[src/rtl/fifo_pkg.sv]
// Shared types and defaults for the sync_fifo read-side streamer.
// Holds the read FSM encoding and width defaults.
package fifo_pkg;

  localparam int DATA_WIDTH_DEF = 8;
  localparam int CNT_WIDTH_DEF  = 16;

  typedef enum logic [1:0] {
    IDLE = 2'd0,
    RUN  = 2'd1,
    STOP = 2'd2
  } rd_state_e;

endpackage

[src/rtl/fifo_rd_skid.sv]
// Two-entry in-order buffer between FIFO read data and the stream.
// Head is always entry 0; push and pop may coincide at any occupancy.
module fifo_rd_skid #(
  parameter int DW = 8
) (
  input  logic          clk,
  input  logic          rst,
  input  logic          push,
  input  logic [DW-1:0] din,
  input  logic          pop,
  output logic [DW-1:0] dout,
  output logic [1:0]    occ
);

  logic [DW-1:0] e0_q, e0_d;
  logic [DW-1:0] e1_q, e1_d;
  logic [1:0]    occ_q, occ_d;

  // Next-entry and occupancy update for push/pop combinations.
  always_comb begin
    e0_d  = e0_q;
    e1_d  = e1_q;
    occ_d = occ_q;
    unique case ({push, pop})
      2'b10: begin
        if (occ_q == 2'd0) e0_d = din;
        else               e1_d = din;
        occ_d = occ_q + 2'd1;
      end
      2'b01: begin
        e0_d  = e1_q;
        occ_d = occ_q - 2'd1;
      end
      2'b11: begin
        if (occ_q == 2'd2) begin
          e0_d = e1_q;
          e1_d = din;
        end else begin
          e0_d = din;
        end
      end
      default: ;
    endcase
  end

  // Entry and occupancy registers, cleared on reset.
  always_ff @(posedge clk) begin
    if (!rst) begin
      e0_q  <= '0;
      e1_q  <= '0;
      occ_q <= 2'd0;
    end else begin
      e0_q  <= e0_d;
      e1_q  <= e1_d;
      occ_q <= occ_d;
    end
  end

  assign dout = e0_q;
  assign occ  = occ_q;

endmodule

[src/rtl/fifo_rd_stream.sv]
// Read-side master for sync_fifo: issues pops, absorbs the 1-cycle
// read latency through a 2-entry skid and presents a valid/ready stream.
module fifo_rd_stream
  import fifo_pkg::*;
#(
  parameter int DATA_WIDTH = DATA_WIDTH_DEF,
  parameter int CNT_WIDTH  = CNT_WIDTH_DEF
) (
  input  logic                  clk,
  input  logic                  rst,
  input  logic                  enable,
  input  logic                  fifo_empty,
  input  logic [DATA_WIDTH-1:0] fifo_data_out,
  output logic                  fifo_rd_cs,
  output logic                  fifo_rd_en,
  output logic                  m_valid,
  input  logic                  m_ready,
  output logic [DATA_WIDTH-1:0] m_data,
  output logic [CNT_WIDTH-1:0]  pop_count,
  output logic                  idle
);

  rd_state_e            state_q, state_d;
  logic                 inflight_q, inflight_d;
  logic [CNT_WIDTH-1:0] cnt_q, cnt_d;
  logic [1:0]           occ;
  logic                 pop;
  logic                 rd;
  logic [2:0]           load;

  assign pop = m_valid && m_ready;

  // A word leaving this cycle frees its slot for a read issued now,
  // which is what sustains one word per cycle under m_ready=1.
  assign load = {1'b0, occ} + {2'b00, inflight_q};

  // Read strobe and next-state decode.
  always_comb begin
    state_d = state_q;
    rd      = 1'b0;
    if (state_q == RUN && enable && !fifo_empty)
      rd = (load - {2'b00, pop}) < 3'd2;
    case (state_q)
      IDLE: if (enable) state_d = RUN;
      RUN:  if (!enable) state_d = STOP;
      STOP: begin
        if (enable)           state_d = RUN;
        else if (!inflight_q) state_d = IDLE;
      end
      default: state_d = IDLE;
    endcase
  end

  // Bookkeeping: in-flight flag tracks last strobe, counter wraps.
  always_comb begin
    inflight_d = rd;
    cnt_d      = cnt_q;
    if (pop) cnt_d = cnt_q + 1'b1;
  end

  // State, in-flight and delivered-count registers.
  always_ff @(posedge clk) begin
    if (!rst) begin
      state_q    <= IDLE;
      inflight_q <= 1'b0;
      cnt_q      <= '0;
    end else begin
      state_q    <= state_d;
      inflight_q <= inflight_d;
      cnt_q      <= cnt_d;
    end
  end

  fifo_rd_skid #(
    .DW(DATA_WIDTH)
  ) u_skid (
    .clk  (clk),
    .rst  (rst),
    .push (inflight_q),
    .din  (fifo_data_out),
    .pop  (pop),
    .dout (m_data),
    .occ  (occ)
  );

  assign fifo_rd_cs = rd;
  assign fifo_rd_en = rd;
  assign m_valid    = (occ != 2'd0);
  assign pop_count  = cnt_q;
  assign idle       = (state_q == IDLE) && (occ == 2'd0)
                      && !inflight_q;

endmodule

[config.mk]
export PLATFORM = sky130hd
export DESIGN_NAME = fifo_rd_stream
export DESIGN_NICKNAME = d
export VERILOG_FILES = /design/src/rtl/fifo_pkg.sv /design/src/rtl/fifo_rd_skid.sv /design/src/rtl/fifo_rd_stream.sv
export SDC_FILE = /design/constraint.sdc
export NUM_CORES = 1
export LEC_CHECK = 0
export ABC_AREA = 0
export CAP_MARGIN = 20
export CORE_AREA = 2 2 72 74
export DETAILED_ROUTE_END_ITERATION = 8
export DIE_AREA = 0 0 74 76
export PLACE_DENSITY_LB_ADDON = 0.25
export RECOVER_POWER = 50
export SYNTH_ARGS = -nofsm -noshare
export SYNTH_HDL_FRONTEND = slang
export SYNTH_SLANG_ARGS = --single-unit
[constraint.sdc]
create_clock -name clk -period 2 [get_ports clk]
set_input_delay 0.4 -clock clk [delete_from_list [all_inputs] [get_ports clk]]
set_output_delay 0.4 -clock clk [all_outputs]
set_load 0.1 [all_outputs]
# Word-level counts from Yosys, hierarchy flattened
# Cells that the tools add are included.
[op_classes]
order_cmp = 1
muxes = 13
reduce_logical = 16
eq_ne = 12
n_addsub = 5
[op_table]
columns = ["operator", "count"]
rows = [
  ["8-bit two-way mux", 4],
  ["8-bit case mux with 3 select lines", 1],
  ["16-bit by 1-bit adder with 16-bit output, second input constant", 1],
  ["8-bit case mux with 2 select lines", 1],
  ["2-bit equality test, second input constant", 4],
  ["2-bit two-way mux", 4],
  ["2-bit != test, second input constant", 4],
  ["2-bit case mux with 3 select lines", 1],
  ["3-bit AND reduction", 2],
  ["2-bit nonzero test", 3],
  ["1-bit logical AND", 5],
  ["2-bit by 1-bit equality test with 1-bit output, second input constant", 2],
  ["2-bit logical NOT", 2],
  ["2-bit case mux with 2 select lines", 1],
  ["2-bit by 1-bit adder with 3-bit output", 1],
  ["3-bit by 2-bit less-than comparator with 1-bit output, second input constant", 1],
  ["3-bit != test, second input constant", 1],
  ["3-bit nonzero test", 1],
  ["3-bit by 1-bit subtractor with 3-bit output", 1],
  ["2-bit by 1-bit adder with 2-bit output, second input constant", 1],
  ["1-bit logical NOT", 2],
  ["2-bit by 1-bit != test with 1-bit output, second input constant", 1],
  ["2-bit AND reduction", 1],
  ["2-bit by 1-bit subtractor with 2-bit output, second input constant", 1],
  ["1-bit two-way mux", 1],
]
[word_totals]
word_cells = 53
reg_bits = 37
out_inout_bits = 28

# Logic depth before layout (Yosys ltp)
[logic_depth]
depth_word = 5
mapped_depth = 8

# Cells and area by module
# From an unflattened synthesis, not the netlist that was laid out.
[hier_totals]
hier_cells = 214
hier_area_um2 = 1905.6
[by_module_without_submodules]
columns = ["mod", "n_inst", "area_per_inst_um2", "seq_area_each_um2", "cells_each"]
rows = [
  ["fifo_rd_skid", 1, 957.2, 360.3, 109],
  ["fifo_rd_stream", 1, 948.4, 380.4, 105],
]

# Worst setup path after synthesis
# Ideal clock, no wire load.
[synth_path]
path_type = "flip-flop to output port"
from = "register u_skid.occ_q[1], in the netlist u_skid.occ[1]"
to = "output port idle"
slack_ns = -2.613
path_buffers = 2
arrival_ns = 4.213
path_stages_with_launch = 5
cell_sequence = "dfxtp_1 buf_4 or2_1 clkbuf_1 nor4_1"
[synth_via]
elab_chain_cells = 3
[synth_rtl]
columns = ["element", "line_no", "rtl"]
rows = [
  ["start, declared", "fifo_rd_skid.sv:17", "logic [1:0] occ_q, occ_d;"],
  ["start signal, assigned", "fifo_rd_skid.sv:51", "occ_q <= 2'd0;"],
  ["start signal, assigned", "fifo_rd_skid.sv:55", "occ_q <= occ_d;"],
  ["2-bit logical NOT", "fifo_rd_stream.sv:90", "assign idle = (state_q == IDLE) && (occ == 2'd0)"],
  ["1-bit logical AND", "fifo_rd_stream.sv:90", ""],
  ["1-bit logical AND", "fifo_rd_stream.sv:91", "&& !inflight_q;"],
  ["end, declared", "fifo_rd_stream.sv:20", "output logic idle"],
]
# No other way between the ends.

# Final worst setup path
[layout_path]
from = "register u_skid.occ_q[1], in the netlist u_skid.occ[1]"
to = "output port fifo_rd_en"
[layout_via]
elab_chain_cells = 5
word_cells_on_any_way = 6
[layout_rtl]
columns = ["element", "line_no", "rtl"]
rows = [
  ["branches (longest 2 deep; another with 2-bit by 1-bit adder with 3-bit output)", "n/a", ""],
  ["3-bit by 1-bit subtractor with 3-bit output (*)", "fifo_rd_stream.sv:42", "rd = (load - {2'b00, pop}) < 3'd2;"],
  ["3-bit by 2-bit less-than comparator with 1-bit output (*)", "fifo_rd_stream.sv:42", ""],
  ["1-bit two-way mux (*)", "fifo_rd_stream.sv:41", "if (state_q == RUN && enable && !fifo_empty)"],
  ["end, declared", "fifo_rd_stream.sv:15", "output logic fifo_rd_en,"],
]
# Mark *: on every way between the ends.

==> parameters.txt <==
Parameter                              Value

Global route
  Largest net degree at the start of global routing ... 27
  Total gr overflow ... 0
  Number of global-route vias before repair ... about 1.4k
  Wire length of the first global-routing pass ... about 6500 um
  Antenna violations before repair ... 0
  Global Route Usage Sum ... around 15%

Clock network
  TritonCTS clock tree ... built
  Number of clock sinks seen by CTS ... 37
  Hold_buf cts ... 0
  Cell at the root of the clock tree ... sky130_fd_sc_hd__clkbuf_8
  Total clock buffers created by CTS ... 5
  Buffer depth of the longest clock path ... 2
  CTS HTree Levels ... 2
  Clock-pin slew on the worst setup and hold paths ... 0.08 ns
  Insertion delay to the later sink of the worst-skew pair ... ~0.29 ns

Layout
  Highest-count cells in the layout ignoring fill and taps ... 24 x sky130_fd_sc_hd__dfxtp_1, 23 x sky130_fd_sc_hd__clkbuf_2, 20 x sky130_fd_sc_hd__a21oi_1
  Area growth from synthesis to layout ... 39.0%
  Leading cell type in the layout, fill and taps excluded ... sky130_fd_sc_hd__dfxtp_1
  Design area ... 2310 um^2
  Fraction of final layout cells sized beyond drive strength 1 ... a little under a third
  Net count reported at finish ... about 250
  Antenna Cells ... 0

Floorplan
  Row cnt ... 26
  Starting utilization of the core area ... 33.8%
  Core footprint ... roughly 4900 um^2
  Num ports ... approximately 40
  Die span in x ... 74 um
  Overall die height ... 76 um
  Die area ... 5620 um^2

Critical path
  Max stage delay on crit path ... approximately 0.49 ns
  Crit path max-delay cell type ... sky130_fd_sc_hd__fa_1
  Dominant delay contributor by cell family on the critical path ... simple AND/OR/NAND/NOR gates
  Cell breakdown of the critical path ... nand2_2 > mux2i_2 > nand2_1 > fa_1 > nand4b_1 > nor2_4 > buf_12
  Sort of element at the end of the critical path ... output port
  Crit path required time ... ~1.6 ns
  Maximum fanout along the worst path ... 3
  CP Launch Type ... flop
  WP buf/inv ... 1
  CP Class ... flop to output port
  Critical path data arrival time ... ~2.0 ns

Drt
  Drt first pass iters ... 4
  Remaining DRCs ... 0
  DRT Wirelength ... 3780 um
  Met3 WL ... about 150 um
  Routed met1 length ... 1820 um
  Total via count in the routed design ... 1466
  Drt first-iter violations ... 61
  Top routing layer in use ... met4
  Routed vias/inst ... between 4 and 5
  Detail Route met2 WL ... between 1500 and 2000 um
  Detail Route Antenna Nets ... 0
  Wirelength per Cell ... about 12 um

Place
  Setup slack after placement ... -0.703 ns
  Total of buffers placed on input and output ports ... 40
  HPWL reported at the end of detailed placement ... ~2700 um
  Routability Congestion ... 0.709
  Area after detailed placement ... around 2200 um^2

Yosys
  Fraction of the mapped netlist area in compound gates ... 16.0%
  Cells after Synth ... between 150 and 200
  Combined area of all synthesized cells ... approximately 1700 um^2
  Area fraction in and, or, nand and nor cells after synthesis ... between 20% and 30%
  YS warnings ... 0
  Fraction of the yosys area taken by sequential cells ... 44.6%
  Asr flop ratio synth ... 0%
  Adder-cell share of the synthesized area ... 1.96%
  Dominant combinational cell family by area after synthesis ... simple AND/OR/NAND/NOR gates
  Syn nets ... about 200
  Fraction of synthesized cell area in xor and xnor cells ... ~4.2%
  Most used flip-flop cell after synthesis ... sky130_fd_sc_hd__dfxtp_1
  Synth cell types ... 38
  Mean area per synthesized cell ... between 8 and 9 um^2
  EDFF count, synth ... 0
  Yosys reg bits ... 37
  Post-synthesis mux area share ... 6.02%

Pwr
  Cell Int Power ... between 1 and 1.5 mW
  Power consumption ... about 1.6 mW
  Combinational power share ... approximately 9.8%
  Net Switching ... between 0.3 and 0.4 mW
  Fraction of power consumed by the clock network ... a little over two fifths
  Net switching share of the total power ... roughly a quarter
  Sequential fraction of design power ... between 40% and 50%
  Leakage power ... 0.970 nW
  Pwr Density ... just under 700 nW/um^2
  Peak ir drop on the vdd network ... approximately 0.49 mV

Outcome
  Run status ... finished with violations
  Violated checks ... setup timing

STA
  Final worst path period need ... approximately 2.4 ns
  Hold Fails Final Rpt ... 0
  Worst-case setup margin in the final layout ... -0.390 ns
  Worst slack on hold paths ... around 0.5 ns
  Setup repair after global routing missed its margin ... yes
  Maximum clock frequency ... 0.418 GHz
  Final Max Slew Viols ... 0
  Worst Clk Skew ... roughly 0.0084 ns
  Worst-margin pin slew ... ~0.56 ns
  Slew margin rel. ... a little over three fifths
  Number of failing setup endpoints in the final timing report ... 2
  Fraction of the cycle the final worst path needs ... 120%

Flow run
  Number of violations of the max-capacitance limit ... 0

Hold path
  HP Class ... flop to flop
worst paths after layout:
check	slack, ns	startpoint	cells past startpoint	endpoint
max reg2reg	0.30	pop_count[0]	5	pop_count[14]
min reg2reg	0.49	pop_count[15]	2	pop_count[15]
min	0.49	pop_count[15]	2	pop_count[15]
max	-0.39	u_skid.occ[1]	7	fifo_rd_en
power by group through the flow:
stage / Clock [mW] / Sequential, mW / Combinational (mW)
finish: 0.681 / 0.747 / 0.156
global route: 0.737 / 0.748 / 0.165
CTS: 0.709 / 0.747 / 0.162
detailed placement: 0 / 0.764 / 0.162
global placement: 0 / 0.764 / 0.161
floorplan: 0 / 0.801 / 0.0653
state kept, by name (all words and copies together) (netlist names):
register,cells
u_skid.occ,2
u_skid.dout,8
inflight_q,1
u_skid.e1_q,8
pop_count,16
state_q,2
metal layers:
metal	GRT usage [%]	vias to the layer above
li1	-	758
met1	18.6	673
met2	23.4	29
met3	4.23	6
met4	4.55	0
met5	0	-
through the flow:
stage,cells,util [%],setup TNS [ns]
floorplan,186,-,-1.78
global placement,300,45.5,-2.33
detailed placement,300,45.5,-2.67
CTS,308,47.9,-0.772
global route,310,47.0,-0.977
finish,310,47.0,-0.780
final cells by class:
class / instances / area [um^2]
multi-input cells: 126 / 840
clock buffers: 6 / 82.6
inverters: 12 / 45.0
fillers: 484 / 2600
well taps: 70 / 87.6
flip-flops and latches: 37 / 762
clock inverters: 2 / 36.3
repair buffers: 57 / 457
logic make-up (layout without fill, tap and decap cells):
kind of cell,Yosys count,count (layout)
AOI/OAI and AO/OA,41,41
xor gates and xnor gates,8,8
adders and majority gates,2,2
buffers and inverters,23,77
DFF,37,37
muxes,10,10
and+or+nand+nor,65,65
Yosys cell counts, types with 2 or more instances:
cell type,count,area share [%]
sky130_fd_sc_hd__clkbuf_1,5,1.1
sky130_fd_sc_hd__and2_1,3,1.1
sky130_fd_sc_hd__a21oi_1,20,6.0
sky130_fd_sc_hd__o31ai_1,4,1.8
sky130_fd_sc_hd__nor2_1,18,4.1
sky130_fd_sc_hd__o21ai_0,5,1.5
sky130_fd_sc_hd__or3_1,4,1.5
sky130_fd_sc_hd__buf_4,4,1.8
sky130_fd_sc_hd__or2_1,2,0.75
sky130_fd_sc_hd__inv_1,10,2.3
sky130_fd_sc_hd__nand2_1,13,2.9
sky130_fd_sc_hd__nor4_1,4,1.5
sky130_fd_sc_hd__xor2_1,4,2.1
sky130_fd_sc_hd__xnor2_1,4,2.1
sky130_fd_sc_hd__or4_1,4,1.8
sky130_fd_sc_hd__dfxtp_1,37,45
sky130_fd_sc_hd__o221ai_1,7,3.7
sky130_fd_sc_hd__mux2i_1,10,6.0
sky130_fd_sc_hd__nand3_1,5,1.5
sky130_fd_sc_hd__nor2b_1,2,0.75
sky130_fd_sc_hd__nand4b_1,2,1.1
sky130_fd_sc_hd__nand4_1,3,1.1
worst min-delay path, delay by kind of cell, from the launching register on:
family         cells  cell delay, ns
AO/OA/AOI/OAI      2            0.12
flip-flops         1            0.33
repair_timing:
item                       4_1_cts  5_1_grt
cloned                           0        0
buffers inserted                 0        2
gates resized for setup          4        2
pin swaps                        3        2
setup endpoints to repair        3        2
No activity file was read; power rests on OpenSTA's default activity.
